--- src/rtl/pipe_hazard_ctrl.sv ---
// Five-stage pipeline hazard controller: load-use bubble insertion, data-memory
// wait stalls, branch flush, sticky memory timeout and a saturating stall counter.
module pipe_hazard_ctrl #(
  parameter int MAX_WAIT = 15,
  parameter int CNT_W    = 16
) (
  input  logic             clk,
  input  logic             rst,
  input  logic             ID_EX_MemRead,
  input  logic [4:0]       ID_EX_Rt,
  input  logic [4:0]       IF_ID_Rs,
  input  logic [4:0]       IF_ID_Rt,
  input  logic             EX_MEM_MemRead,
  input  logic             EX_MEM_MemWrite,
  input  logic             mem_ready,
  input  logic             branch_taken,
  output logic             PCWrite,
  output logic             IF_ID_en,
  output logic             ID_EX_en,
  output logic             EX_MEM_en,
  output logic             IF_ID_flush,
  output logic             ID_EX_bubble,
  output logic             MEM_WB_bubble,
  output logic             mem_timeout,
  output logic [CNT_W-1:0] stall_cycles
);

  // state    | meaning
  // RUN      | normal issue; load-use hazards are checked here
  // LU_STALL | one bubble already inserted for a load-use; hazard ignored
  // MEM_WAIT | data memory has not completed; front of pipe frozen
  typedef enum logic [1:0] {RUN, LU_STALL, MEM_WAIT} state_t;

  localparam int WW = $clog2(MAX_WAIT + 2);

  state_t           state_q, state_d;
  logic [WW-1:0]    wait_q, wait_d;
  logic             timeout_q, timeout_d;
  logic [CNT_W-1:0] stall_q, stall_d;
  logic             mem_miss, lu_hazard;

  always_comb begin
    mem_miss  = (EX_MEM_MemRead | EX_MEM_MemWrite) & ~mem_ready;
    lu_hazard = ID_EX_MemRead & (ID_EX_Rt != 5'd0) &
                ((ID_EX_Rt == IF_ID_Rs) | (ID_EX_Rt == IF_ID_Rt));
  end

  always_comb begin
    PCWrite       = 1'b1;
    IF_ID_en      = 1'b1;
    ID_EX_en      = 1'b1;
    EX_MEM_en     = 1'b1;
    IF_ID_flush   = 1'b0;
    ID_EX_bubble  = 1'b0;
    MEM_WB_bubble = 1'b0;
    state_d       = RUN;
    if (rst) begin
      // Hold PC while every register loads a bubble
      PCWrite       = 1'b0;
      IF_ID_flush   = 1'b1;
      ID_EX_bubble  = 1'b1;
      MEM_WB_bubble = 1'b1;
    end else if (mem_miss) begin
      PCWrite       = 1'b0;
      IF_ID_en      = 1'b0;
      ID_EX_en      = 1'b0;
      EX_MEM_en     = 1'b0;
      MEM_WB_bubble = 1'b1;
      state_d       = MEM_WAIT;
    end else if (branch_taken) begin
      IF_ID_flush   = 1'b1;
      ID_EX_bubble  = 1'b1;
    end else if ((state_q == RUN) && lu_hazard) begin
      PCWrite       = 1'b0;
      IF_ID_en      = 1'b0;
      ID_EX_bubble  = 1'b1;
      state_d       = LU_STALL;
    end
  end

  always_comb begin
    wait_d    = '0;
    timeout_d = timeout_q;
    if (state_q == MEM_WAIT) begin
      wait_d = (wait_q == WW'(MAX_WAIT)) ? wait_q : wait_q + WW'(1);
      if (wait_d == WW'(MAX_WAIT)) timeout_d = 1'b1;
    end
    stall_d = stall_q;
    if (!PCWrite && (stall_q != {CNT_W{1'b1}})) stall_d = stall_q + CNT_W'(1);
  end

  always_ff @(posedge clk) begin
    if (rst) begin
      state_q   <= RUN;
      wait_q    <= '0;
      timeout_q <= 1'b0;
      stall_q   <= '0;
    end else begin
      state_q   <= state_d;
      wait_q    <= wait_d;
      timeout_q <= timeout_d;
      stall_q   <= stall_d;
    end
  end

  assign mem_timeout  = timeout_q;
  assign stall_cycles = stall_q;

endmodule

--- config.mk ---
export PLATFORM = sky130hd
export DESIGN_NAME = pipe_hazard_ctrl
export DESIGN_NICKNAME = d
export VERILOG_FILES = /design/src/rtl/pipe_hazard_ctrl.sv
export SDC_FILE = /design/constraint.sdc
export NUM_CORES = 1
export LEC_CHECK = 0
export CORE_MARGIN = 5
export CORE_UTILIZATION = 38
export CTS_CLUSTER_SIZE = 28
export DETAILED_ROUTE_END_ITERATION = 6
export GPL_TIMING_DRIVEN = 0
export HOLD_SLACK_MARGIN = 0.1
export PLACE_DENSITY = 0.8
export SLEW_MARGIN = 20
export SYNTH_ARGS = -nofsm -noshare
export SYNTH_HDL_FRONTEND = slang
export SYNTH_SLANG_ARGS = --single-unit
--- constraint.sdc ---
create_clock -name clk -period 2.3 [get_ports clk]
set_input_delay 0.345 -clock clk [delete_from_list [all_inputs] [get_ports clk]]
set_output_delay 0.345 -clock clk [all_outputs]
set_load 0.005 [all_outputs]
==> results.sh <==
export IMPL_outcome="completed"
export IMPL_synthAdderAreaFrac_pct=1.90
export IMPL_hold_start="wait_q[4]$_SDFF_PP0_"
export IMPL_drt_wl_total_um=3270
export IMPL_synth_area_leaders="dfxtp_1, xnor2_1, or3_1, a21oi_1, nand3_1"
export IMPL_max_freq_mhz=452
export IMPL_syn_area_per_cell_um2=8.46
export IMPL_synth_nets=180
export IMPL_post_route_period_util_pct=96.3
export IMPL_finalHoldViolCount=0
export IMPL_power_frac_seq_pct=55.3
export IMPL_synth_top_family_by_area="simple AND/OR/NAND/NOR gates"
export IMPL_grt_busiest_layer="met2"
export IMPL_initial_core_util_pct=39.2
export IMPL_wire_per_inst_um=12.8
export IMPL_num_vias=1291
export IMPL_cp_startpoint="ID_EX_Rt[3]"
export IMPL_synth_mux_area_share_pct=1.61
export IMPL_drtAntennaViolNets=0
export IMPL_comb_power_share_pct=20.3
export IMPL_worst_path_max_fanout=3
export IMPL_p_sw_uw=203
export IMPL_ys_seq_area_share_pct=36.4
export IMPL_firstDrtPassIters=4
export IMPL_yosys_area_top_type="dfxtp_1"
export IMPL_tightest_slew_ns=0.458
export IMPL_antenna_found_initial=0
export IMPL_reg2reg_slack_ns=0.25
export IMPL_die_area_um2=4750
export IMPL_synth_distinct_cells=36
export IMPL_fp_row_count=21
export IMPL_yosys_register_bits=24
export IMPL_hold_path_class="reg2reg"
export IMPL_netlist_area_um2=1320
export IMPL_grt_pass1_vias=1214
export IMPL_grtUsageTotal_pct=14.9
export IMPL_grt_pass1_wl_um=5390
export IMPL_cts_root_buffer="clkbuf_4"
export IMPL_portBuffers=45
export IMPL_antenna_cells=0
export IMPL_cts_tree="yes"
export IMPL_end_kind="primary output"
export IMPL_synth_simple_area_share_pct=26.7
export IMPL_total_power_uw=782
export IMPL_fin_crit_ns=2.21
export IMPL_synth_compound_area_share_pct=18.4
export IMPL_drive_gt1_share_pct=13.4
export IMPL_fin_skew_ns=0.00326
export IMPL_nets=235
export IMPL_viasPerCell=5.06
export IMPL_place_congestion=0.763
export IMPL_ios=46
export IMPL_max_vdd_ir_drop_mv=0.350
export IMPL_cpLargestDelayFamily="simple AND/OR/NAND/NOR gates"
export IMPL_critical_path_required_ns=1.96
export IMPL_layout_commonest_cell="clkdlybuf4s50_1"
export IMPL_gr_usage_met2_pct=26.0
export IMPL_grt_max_degree=13
export IMPL_final_cell_mix="clkdlybuf4s50_1, dfxtp_1, a21oi_1"
export IMPL_clock_sinks=24
export IMPL_die_x_um=68.9
export IMPL_synth_xor_area_share_pct=9.29
export IMPL_worstPathArrival_ns=1.87
export IMPL_p_leak_uw=0.000757
export IMPL_cp_slowest_cell="or4_4"
export IMPL_p_int_uw=579
export IMPL_clkTransAtPathRegs_ns=0.13
export IMPL_first_iter_violations=67
export IMPL_critPathKind="in2out"
export IMPL_critical_path_n_buffers_inverters=3
export IMPL_place_detailed_hpwl_um=2480
export IMPL_grt_overflow_total=0
export IMPL_syn_inst=156
export IMPL_insertion_delay_ns=0.32
export IMPL_synth_yosys_warnings=0
export IMPL_area_growth_pct=46.1
export IMPL_swShare_pct=26.0
export IMPL_slew_headroom_pct=69.5
export IMPL_path_cells="dlygate4sd2_1 -> or4_4 -> o211ai_4 -> nand2b_4 -> or2_4 -> buf_4 -> nor2b_1 -> buf_2"
export IMPL_max_stage_delay_ns=0.50
export IMPL_r2r_start="stall_cycles[0]$_SDFFE_PP0P_"
export IMPL_drc=0
export IMPL_netlist_area_leader_share_pct=36.4
export IMPL_ctsHtreeMaxLevel=1
export IMPL_startpoint_type="input pin"
export IMPL_final_core_util_pct=57.3
export IMPL_drv_cap=0
export IMPL_hold_buffers=0
export IMPL_maxSlewViolCount=0
export IMPL_use_met1_pct=18.9
export IMPL_fillers=331
export IMPL_cts_buffers=3
export IMPL_powerDensity_nw_per_um2=405
export IMPL_clock_power_share_pct=24.3
export IMPL_core_um2=3360
export IMPL_grtUsageMet3_pct=4.21
export IMPL_setup_viol=0
export IMPL_clock_path_buffers=2
export IMPL_die_h_um=68.9
-- what timing repair did --
action,in CTS,in global routing
resized for setup,18,16
pin swaps,6,13
buffers inserted,3,2
endpoints found under the setup margin,5,3
-- final cells by class --
| type | count | area (µm²) | share of cell area, % |
|---|---|---|---|
| Multi-Input combinational cell | 122 | 796 | 41.3 |
| Timing Repair Buffer | 50 | 493 | 25.6 |
| Sequential cell | 24 | 480 | 24.9 |
| Buffer | 7 | 67.6 | 3.50 |
| Tap cell | 46 | 57.6 | 2.99 |
| Clock buffer | 3 | 22.5 | 1.17 |
| Inverter | 3 | 11.3 | 0.584 |
-- cell families (layout without fill, tap and decap cells) --
| group | after synthesis | count (layout) |
|---|---|---|
| compound gates | 39 | 39 |
| xor+xnor | 14 | 14 |
| fa+ha+maj | 2 | 2 |
| buf+inv | 10 | 63 |
| flops | 24 | 24 |
| mux | 2 | 2 |
| simple gates | 65 | 65 |
-- worst min-delay path, delay by kind of cell, from the launching register on --
family,cells,cell delay [ns]
AND/OR/NAND/NOR,2,0.08
flip-flops,1,0.33
-- layer usage --
metal	wire, µm	up-vias
li1	-	664
met5	0	-
met1	1490	597
met2	1600	28
met3	178	2
met4	6	0
-- through the flow --
step / setup slack (ns) / TNS, ns / cells / hold WS [ns] / instance area, µm²
3_3_place_gp: -0.506 / -2.80 / 247 / 0.421 / 1830
6_report: 0.0856 / 0 / 255 / 0.436 / 1930
4_1_cts: -0.0952 / -0.0952 / 253 / 0.442 / 1890
5_1_grt: -0.00375 / -0.00375 / 255 / 0.478 / 1930
2_1_floorplan: 0.405 / 0 / 156 / 0.410 / 1320
3_5_place_dp: -0.517 / -3.03 / 247 / 0.423 / 1830
-- power groups by stage --
stage | registers (µW) | logic (µW) | clock network [µW]
3_5_place_dp | 442 | 153 | 0
3_3_place_gp | 442 | 151 | 0
2_1_floorplan | 441 | 70.9 | 0
5_1_grt | 435 | 174 | 212
4_1_cts | 433 | 157 | 197
6_report | 433 | 159 | 190
-- synth_stat cells, drive strengths merged --
master	instances
a21o	2
nand2	8
xor2	3
xnor2	11
nor2	12
a311oi	1
and3	4
mux2	1
mux2i	1
or2	1
buf	5
a22oi	1
o21bai	2
ha	2
or4	1
inv	3
nor2b	4
o21ai	13
nand2b	3
o21ba	1
and4	2
or3	13
o211ai	1
o22ai	1
a21oi	15
o21a	1
nand4	1
nand3	14
a41oi	1
nor3	2
clkbuf	2
dfxtp	24
-- final timing paths --
kind	endpoint	cells past startpoint
worst min register to register	wait_q[4]$_SDFF_PP0_	2
worst max register to register	stall_cycles[11]$_SDFFE_PP0P_	8
worst max-delay path	PCWrite	8
worst min-delay path	wait_q[4]$_SDFF_PP0_	2
-- sequential cells by signal (all words and copies together) (netlist names) --
register,cells
stall_cycles,16
wait_q,5
state_q,2
mem_timeout,1
No activity file was read; power rests on OpenSTA's default activity.
